==> src/rtl/seg7_pkg.sv <==
// seg7_pkg: segment patterns, capture FSM states and BCD constants shared by the display path
package seg7_pkg;
  localparam logic [6:0] SEG_0 = 7'b0000001;
  localparam logic [6:0] SEG_1 = 7'b1001111;
  localparam logic [6:0] SEG_2 = 7'b0010010;
  localparam logic [6:0] SEG_3 = 7'b0000110;
  localparam logic [6:0] SEG_4 = 7'b1001100;
  localparam logic [6:0] SEG_5 = 7'b0100100;
  localparam logic [6:0] SEG_6 = 7'b0100000;
  localparam logic [6:0] SEG_7 = 7'b0001111;
  localparam logic [6:0] SEG_8 = 7'b0000000;
  localparam logic [6:0] SEG_9 = 7'b0001100;
  localparam logic [3:0] BCD_INVALID = 4'hF;
  typedef enum logic [1:0] {IDLE, SETTLE, CAPTURE, HOLD} state_t;
endpackage

==> src/rtl/seg7_pattern_decode.sv <==
// seg7_pattern_decode: active-low abcdefg pattern to BCD value, flagging anything not a digit
module seg7_pattern_decode
  import seg7_pkg::*;
(
  input  logic [6:0] seg_n,
  output logic [3:0] value,
  output logic       err
);
  // table lookup; unknown patterns read as BCD_INVALID
  always_comb begin
    case (seg_n)
      SEG_0:   value = 4'd0;
      SEG_1:   value = 4'd1;
      SEG_2:   value = 4'd2;
      SEG_3:   value = 4'd3;
      SEG_4:   value = 4'd4;
      SEG_5:   value = 4'd5;
      SEG_6:   value = 4'd6;
      SEG_7:   value = 4'd7;
      SEG_8:   value = 4'd8;
      SEG_9:   value = 4'd9;
      default: value = BCD_INVALID;
    endcase
    err = value == BCD_INVALID;
  end
endmodule

==> src/rtl/seg7_scan_capture.sv <==
// seg7_scan_capture: recovers four BCD digits from a multiplexed 7-seg bus; SEG7_DP_EN adds decimal-point capture
module seg7_scan_capture
  import seg7_pkg::*;
#(
  parameter int unsigned SETTLE_CYCLES  = 4,
  parameter int unsigned TIMEOUT_CYCLES = 65535
)(
  input  logic       clk,
  input  logic       rst_n,
  input  logic [3:0] an_n,
  input  logic [6:0] seg_n,
`ifdef SEG7_DP_EN
  input  logic       dp_n,
  output logic [3:0] dp,
`endif
  output logic [3:0] digit0,
  output logic [3:0] digit1,
  output logic [3:0] digit2,
  output logic [3:0] digit3,
  output logic [3:0] digit_err,
  output logic       frame_valid,
  output logic [3:0] stale
);
`ifdef SEG7_DP_EN
  localparam int W = 12;
  logic [W-1:0] bus;
  assign bus = {an_n, seg_n, dp_n};
`else
  localparam int W = 11;
  logic [W-1:0] bus;
  assign bus = {an_n, seg_n};
`endif
  localparam logic [7:0]  SC  = 8'(SETTLE_CYCLES);
  localparam logic [23:0] TMO = 24'(TIMEOUT_CYCLES);
  localparam state_t      GO  = (SETTLE_CYCLES == 1) ? CAPTURE : SETTLE;
  logic [W-1:0] sync1_q, sync1_d, sync2_q, sync2_d;
  logic [3:0] an_s;
  logic [W-5:0] cmp_s, cmp_l_q;
  logic valid, changed;
  logic [1:0] sel, sel_l_q;
  logic [7:0] cnt_q;
  state_t state_q;
  logic [3:0] dec_val;
  logic dec_err;
  logic [3:0][3:0] digit_q, digit_d;
  logic [3:0] err_q, err_d, mask_q, mask_d;
  logic frame_q, frame_d;
  logic [3:0][23:0] tmo_q, tmo_d;
`ifdef SEG7_DP_EN
  logic [3:0] dp_q, dp_d;
  assign dp = dp_q;
`endif
  seg7_pattern_decode u_dec (.seg_n(cmp_l_q[W-5 -: 7]), .value(dec_val), .err(dec_err));
  // synchronized anode decode: valid only with exactly one active anode
  always_comb begin
    an_s = sync2_q[W-1 -: 4];
    cmp_s = sync2_q[W-5:0];
    valid = $countones(~an_s) == 1;
    sel = !an_s[0] ? 2'd0 : !an_s[1] ? 2'd1 : !an_s[2] ? 2'd2 : 2'd3;
    changed = sel != sel_l_q || cmp_s != cmp_l_q;
  end
  // settle/capture FSM; any change under a valid anode restarts the settle count
  always_ff @(posedge clk) begin
    if (!rst_n) begin
      state_q <= IDLE;
      sel_l_q <= '0;
      cmp_l_q <= '1;
      cnt_q <= '0;
    end else begin
      case (state_q)
        IDLE: if (valid) begin
          sel_l_q <= sel;
          cmp_l_q <= cmp_s;
          cnt_q <= 8'd1;
          state_q <= GO;
        end
        SETTLE: if (!valid) state_q <= IDLE;
        else if (changed) begin
          sel_l_q <= sel;
          cmp_l_q <= cmp_s;
          cnt_q <= 8'd1;
          state_q <= GO;
        end else begin
          cnt_q <= cnt_q + 8'd1;
          if (cnt_q + 8'd1 == SC) state_q <= CAPTURE;
        end
        CAPTURE: state_q <= HOLD;
        HOLD: if (!valid) state_q <= IDLE;
        else if (changed) begin
          sel_l_q <= sel;
          cmp_l_q <= cmp_s;
          cnt_q <= 8'd1;
          state_q <= GO;
        end
        default: state_q <= IDLE;
      endcase
    end
  end
  // capture write-back, frame tracking (set beats clear) and saturating refresh timeouts
  always_comb begin
    sync1_d = bus;
    sync2_d = sync1_q;
    digit_d = digit_q;
    err_d = err_q;
    frame_d = mask_q == 4'hF;
    mask_d = frame_d ? 4'h0 : mask_q;
`ifdef SEG7_DP_EN
    dp_d = dp_q;
`endif
    for (int i = 0; i < 4; i++) begin
      tmo_d[i] = tmo_q[i] == TMO ? TMO : tmo_q[i] + 24'd1;
      stale[i] = tmo_q[i] == TMO;
    end
    if (state_q == CAPTURE) begin
      digit_d[sel_l_q] = dec_val;
      err_d[sel_l_q] = dec_err;
      mask_d[sel_l_q] = 1'b1;
      tmo_d[sel_l_q] = '0;
`ifdef SEG7_DP_EN
      dp_d[sel_l_q] = ~cmp_l_q[0];
`endif
    end
  end
  // datapath registers; synchronizers reset to a blank display
  always_ff @(posedge clk) begin
    if (!rst_n) begin
      sync1_q <= '1;
      sync2_q <= '1;
      digit_q <= {4{BCD_INVALID}};
      err_q <= '0;
      mask_q <= '0;
      frame_q <= 1'b0;
      tmo_q <= '0;
`ifdef SEG7_DP_EN
      dp_q <= '0;
`endif
    end else begin
      sync1_q <= sync1_d;
      sync2_q <= sync2_d;
      digit_q <= digit_d;
      err_q <= err_d;
      mask_q <= mask_d;
      frame_q <= frame_d;
      tmo_q <= tmo_d;
`ifdef SEG7_DP_EN
      dp_q <= dp_d;
`endif
    end
  end
  assign digit0 = digit_q[0];
  assign digit1 = digit_q[1];
  assign digit2 = digit_q[2];
  assign digit3 = digit_q[3];
  assign digit_err = err_q;
  assign frame_valid = frame_q;
endmodule

==> config.mk <==
export PLATFORM = sky130hd
export DESIGN_NAME = seg7_scan_capture
export DESIGN_NICKNAME = d
export VERILOG_FILES = /design/src/rtl/seg7_pkg.sv /design/src/rtl/seg7_pattern_decode.sv /design/src/rtl/seg7_scan_capture.sv
export SDC_FILE = /design/constraint.sdc
export NUM_CORES = 1
export LEC_CHECK = 0
export CAP_MARGIN = 20
export CORE_ASPECT_RATIO = 0.6
export CORE_MARGIN = 2
export CORE_UTILIZATION = 45
export DETAILED_ROUTE_END_ITERATION = 10
export PLACE_DENSITY = 0.64
export SYNTH_ARGS = -nofsm -noshare
export SYNTH_HDL_FRONTEND = slang
export SYNTH_SLANG_ARGS = --single-unit
==> constraint.sdc <==
create_clock -name clk -period 3.6 [get_ports clk]
set_input_delay 0.72 -clock clk [delete_from_list [all_inputs] [get_ports clk]]
set_output_delay 0.72 -clock clk [all_outputs]
set_load 0.05 [all_outputs]
# Word-level counts from Yosys, hierarchy flattened
# Index checks and enable logic that the tools add are counted.
dict set report totals {
  reg_bits 162
  latchBits 0
  ram_bits 0
  rom_bits 0
  inputBits 13
  out_inout_bits 25
  wordCells 111
  mem_count 0
}
dict set report classes {
  addsub 8
  multipliers 0
  div 0
  magnitude_cmp 2
  n_eq_ne 30
  shift 0
  mux 40
  bitwise_logic 4
  reduce_logical 10
}
# op count
set ops {}
lappend ops {{two-way mux 24 bit} 5}
lappend ops {{adder 24 x 1 -> 24 bit, second input constant} 4}
lappend ops {{bitwise AND 96 bit} 1}
lappend ops {{equality test 24 x 16 -> 1 bit, second input constant} 4}
lappend ops {{two-way mux 96 bit} 1}
lappend ops {{NOT 96 bit} 1}
lappend ops {{demux 24 bit (select 2 bit)} 1}
lappend ops {{two-way mux 8 bit} 5}
lappend ops {{case mux 4 bit (10 select lines)} 1}
lappend ops {{case mux 8 bit (3 select lines)} 1}
lappend ops {{two-way mux 2 bit} 11}
lappend ops {{two-way mux 7 bit} 3}
lappend ops {{bitwise mux 16 bit} 1}
lappend ops {{equality test 7 x 4 -> 1 bit, second input constant} 2}
lappend ops {{equality test 7 x 6 -> 1 bit, second input constant} 2}
lappend ops {{equality test 7 bit, second input constant} 2}
lappend ops {{case mux 7 bit (2 select lines)} 1}
lappend ops {{two-way mux 4 bit} 3}
lappend ops {{adder 8 x 1 -> 8 bit, second input constant} 1}
lappend ops {{demux 4 bit (select 2 bit)} 1}
lappend ops {{equality test 4 bit, second input constant} 2}
lappend ops {{equality test 8 x 3 -> 1 bit, second input constant} 1}
lappend ops {{inequality test 2 bit, second input constant} 4}
lappend ops {{case mux 2 bit (4 select lines)} 1}
lappend ops {{31 further kinds} 35}

# Depth between registers and ports, before layout
dict set report depth {
  word_depth 8
  ltp_mapped 9
  ltp_nobuf 9
}

# Modules after synthesis
# From an unflattened synthesis, not the netlist that was laid out.
dict set report unflattened {
  hier_cells 823
  area_unflattened_um2 7541.0
}
# module n_inst cells_per_inst area_per_inst_um2 seq_area_each_um2
set modules_own_cells {}
lappend modules_own_cells {seg7_scan_capture 1 781 7258.2 3243.1}
lappend modules_own_cells {seg7_pattern_decode 1 42 282.8 0.0}

# Worst setup path after synthesis
# Ideal clock, no wire load.
dict set report synth_path {
  kind {register to output}
  from {reg tmo_q[41] (netlist name)}
  to {out stale[1]}
  t_arrival_ns 2.235
  required_time_ns 2.880
  slack_ns 0.645
  stages_incl_launch_ff 5
  path_buffers 0
  cell_sequence {dfxtp_1 -> or4_1 -> nor2_1 -> nand2_1 -> nor3_1}
}
dict set report synth_between {
  elab_chain_cells 1
}
# element line
set synth_lines {}
lappend synth_lines {{start, declared} seg7_scan_capture.sv:48} ;# logic [3:0][23:0] tmo_q, tmo_d;
lappend synth_lines {{start signal, assigned} seg7_scan_capture.sv:144} ;# tmo_q <= tmo_d;
lappend synth_lines {{equality test 24 x 16 -> 1 bit} seg7_scan_capture.sv:112} ;# stale[i] = tmo_q[i] == TMO;
lappend synth_lines {{end, declared} seg7_scan_capture.sv:22} ;# output logic [3:0] stale
# No other way between the ends.

# Worst setup path in the final report
dict set report layout_path {
  from {reg tmo_q[74] (netlist name)}
  to {out stale[3]}
}
# Same word-level chain as after synthesis.

==> key figures <==
Status
  • Status: complete, no violations

Worst hold path
  • Hold Path Class: reg -> reg
  • Hold Crit Depth: 1

Clock network
  • Worst skew pair latency: 0.42 ns
  • Worst-path clk slew: around 0.070 ns
  • Clock Sinks: roughly 160
  • Clk root buf: clkbuf_16
  • Total CTS buffers: 17
  • CTS Buffer Depth: 2
  • CTS tree: yes
  • Hold_buf cts: 0
  • H-Tree Level Count: 4

Timing
  • RSZ-0062 raised after global routing: no
  • Fin. Hold Viols: 0
  • Setup TNS: 0 ns
  • Final Max Slew Viols: 0
  • Slew margin rel.: 50.9%
  • Final min period: 3.37 ns
  • Worst slew pin tran: 0.735 ns
  • Setup violators final: 0
  • Max Clk Rate: around 300 MHz
  • Setup Skew: 0.0102 ns
  • Tcrit/Tclk final: approximately 94%

Setup path
  • Reg2Reg Setup Slack: approximately 0.60 ns
  • Crit path depth: 4
  • Max incr delay on CP: between 0.8 and 0.9 ns
  • Crit-path cells: and4_1 > and3_1 > and3_1 > clkdlybuf4s50_1
  • Critical path class: reg -> out
  • Maximum fanout along the worst path: 10
  • Cell mode on critical path: and3_1
  • Worst r2r path cells: 9
  • Startpoint Class: flop
  • Worst path bufs/invs: 1
  • Delay-heaviest family, CP: simple AND/OR/NAND/NOR gates
  • Crit path capture type: output port
  • Critical path arrival: roughly 2.7 ns
  • WP data required: approximately 2.9 ns
  • Slowest CP cell: clkdlybuf4s50_1

Floorplan
  • Die width: between 150 and 200 microns
  • Std-Cell Rows: 35
  • Die area: about 17000 sq um
  • Initial core utilization: between 40% and 50%
  • Core area: 15500 sq um
  • # IOs: 38
  • Chip height: roughly 100 microns

GRT
  • Tot GR Track Use: roughly 20%
  • Initial antenna violation count: 0
  • Largest net degree at the start of global routing: between 40 and 50
  • Gr ovfl total: 0
  • First-pass GRT wire length: ~27 mm
  • Via count of the first global-routing pass: 5611

Placement
  • Port Buffers: 37
  • Dpl hpwl: 11.1 mm
  • Placed cell count: 1021
  • Gpl congestion: 0.881

Yosys
  • Yosys cell types: 65
  • Cells after Synth: between 800 and 900
  • Syn Nets: between 800 and 900
  • Yosys synthesis warning count: 0
  • Synthesized area per cell: between 8 and 9 sq um
  • Synth Flop Type: dfxtp_1
  • Mapped Area: a little over 7000 sq um
  • Async S/R FF share, synth: 0%
  • Register area share after synthesis: between 40 and 50%
  • EDFF count, synth: 0
  • Synthesis-stage register bit count: 162

Route
  • Total number of vias: ~6000
  • Residual DRC: 0
  • Initial DRC Count: approximately 500
  • Final wirelength: about 16 mm
  • Per-cell routed wire length: approximately 15 microns
  • DR pass1 iterations: 5
  • Final ANT Viol Nets: 0
  • Average vias per placed instance: approximately 5.6

Power
  • PwrDens: approximately 460 nW/um^2
  • Worst IR Drop VDD: approximately 0.00030 V
  • Power after layout: 3.82 mW
  • Leak: between 3 and 4 nW

Finish
  • Ant. Diodes: 0
  • Layout cells sized above 1: under 10%
  • Layout fillers: ~1400
  • Non-filler cells, final: approximately 1100
  • Layout Area Growth over Synthesis: 15.5%
  • Final nets: 862
  • Footprint of the multi-input gates: 3790 sq um
  • Seq. cell area: roughly 3200 sq um

Flow run
  • Max Cap Viol: 0
state kept, by name (all words and copies together) (netlist names), 2 cells and up, named ones only:
name,cells
digit1,4
digit3,4
cnt_q,8
mask_q,4
sync2_q,11
tmo_q,96
sel_l_q,2
sync1_q,11
digit0,4
digit2,4
digit_err,4
cmp_l_q,7
synth_stat cells, types with 13 or more instances:
master | count | share of area (%)
mux2i_1 | 13 | 1.8
nand2b_1 | 26 | 2.2
nand2_1 | 66 | 3.4
a21oi_1 | 71 | 4.9
clkbuf_1 | 25 | 1.3
nand3_1 | 36 | 2.5
nand4_1 | 30 | 2.6
and3_1 | 24 | 2.1
xor2_1 | 42 | 5.1
nor3_1 | 43 | 3.0
inv_1 | 13 | 0.67
xnor2_1 | 44 | 5.3
nor2_1 | 60 | 3.1
dfxtp_1 | 162 | 45
path summary, 6_finish.rpt:
path / start / endpoint
hold / removal: sync1_q[5] / sync2_q[5]
setup / recovery: tmo_q[74] / stale[3]
hold reg to reg: sync1_q[5] / sync2_q[5]
setup reg to reg: sync2_q[7] / cnt_q[0]
metrics by stage:
stage / hold slack (ns) / util, % / setup WS, ns / area, sq um
final: 0.407 / 53.9 / 0.227 / 8380
after CTS: 0.407 / 53.8 / 0.107 / 8360
after global placement: 0.398 / 50.0 / 0.617 / 7780
after global routing: 0.418 / 53.9 / 0.0950 / 8380
after detailed placement: 0.391 / 50.0 / 0.564 / 7780
after floorplan: 0.386 / - / 0.645 / 7260
cells in the final DEF, fill, tap and decap left out, drive strengths merged, types with 5 or more instances in the layout:
cell type | synthesis | layout
dfxtp | 162 | 162
a21oi | 72 | 72
nand2 | 67 | 67
nor2 | 61 | 61
nor3 | 46 | 46
xnor2 | 44 | 44
xor2 | 42 | 42
nand3 | 36 | 36
clkdlybuf4s50 | 0 | 34
nand4 | 30 | 30
nand2b | 26 | 26
and3 | 24 | 24
clkbuf | 25 | 18
inv | 14 | 18
o21ai | 16 | 16
mux2i | 13 | 13
nor4 | 12 | 12
and4 | 10 | 10
a31oi | 10 | 10
buf | 13 | 10
and2 | 9 | 9
ha | 9 | 9
or4 | 7 | 7
o22ai | 6 | 6
or2 | 5 | 5
nor2b | 5 | 5
clkinv | 1 | 5
per-layer routing:
metal | share of wire [%] | up-vias | GRT usage (%)
met5 | 0 | - | 0
met3 | 4.5 | 14 | 4.61
met2 | 44 | 145 | 30.7
met1 | 50 | 2761 | 26.6
met4 | 1.1 | 0 | 6.42
li1 | - | 2940 | -
cells by family (layout without fill, tap and decap cells):
group / count (synthesis) / count (layout) / synth area share, %
and+or+nand+nor: 348 / 348 / 25.5
xor gates and xnor gates: 86 / 86 / 10.4
muxes: 13 / 13 / 1.79
AOI/OAI and AO/OA: 139 / 139 / 12.6
buffers and inverters: 53 / 93 / 3.26
DFF: 162 / 162 / 44.7
adders and majority gates: 10 / 10 / 1.83
power breakdown:
part / internal, mW / leakage [nW] / switching, mW
sequential: 1.82 / 1.31 / 0.0391
clock: 1.03 / 0.273 / 0.753
combinational: 0.0706 / 1.46 / 0.102
cell type report:
class,instances,area share [%]
clock inverter,14,1.87
inverter,15,0.672
tap,203,3.03
sequential,162,38.7
clock buffer,17,5.07
timing repair buffer,47,5.40
multi-input combinational,596,45.3
repair_timing:
action	4_1_cts	5_1_grt
gates resized for setup	0	2
setup endpoints to repair	0	2
buffers inserted	0	0
Note: power is estimated with default switching activity, not from simulation.
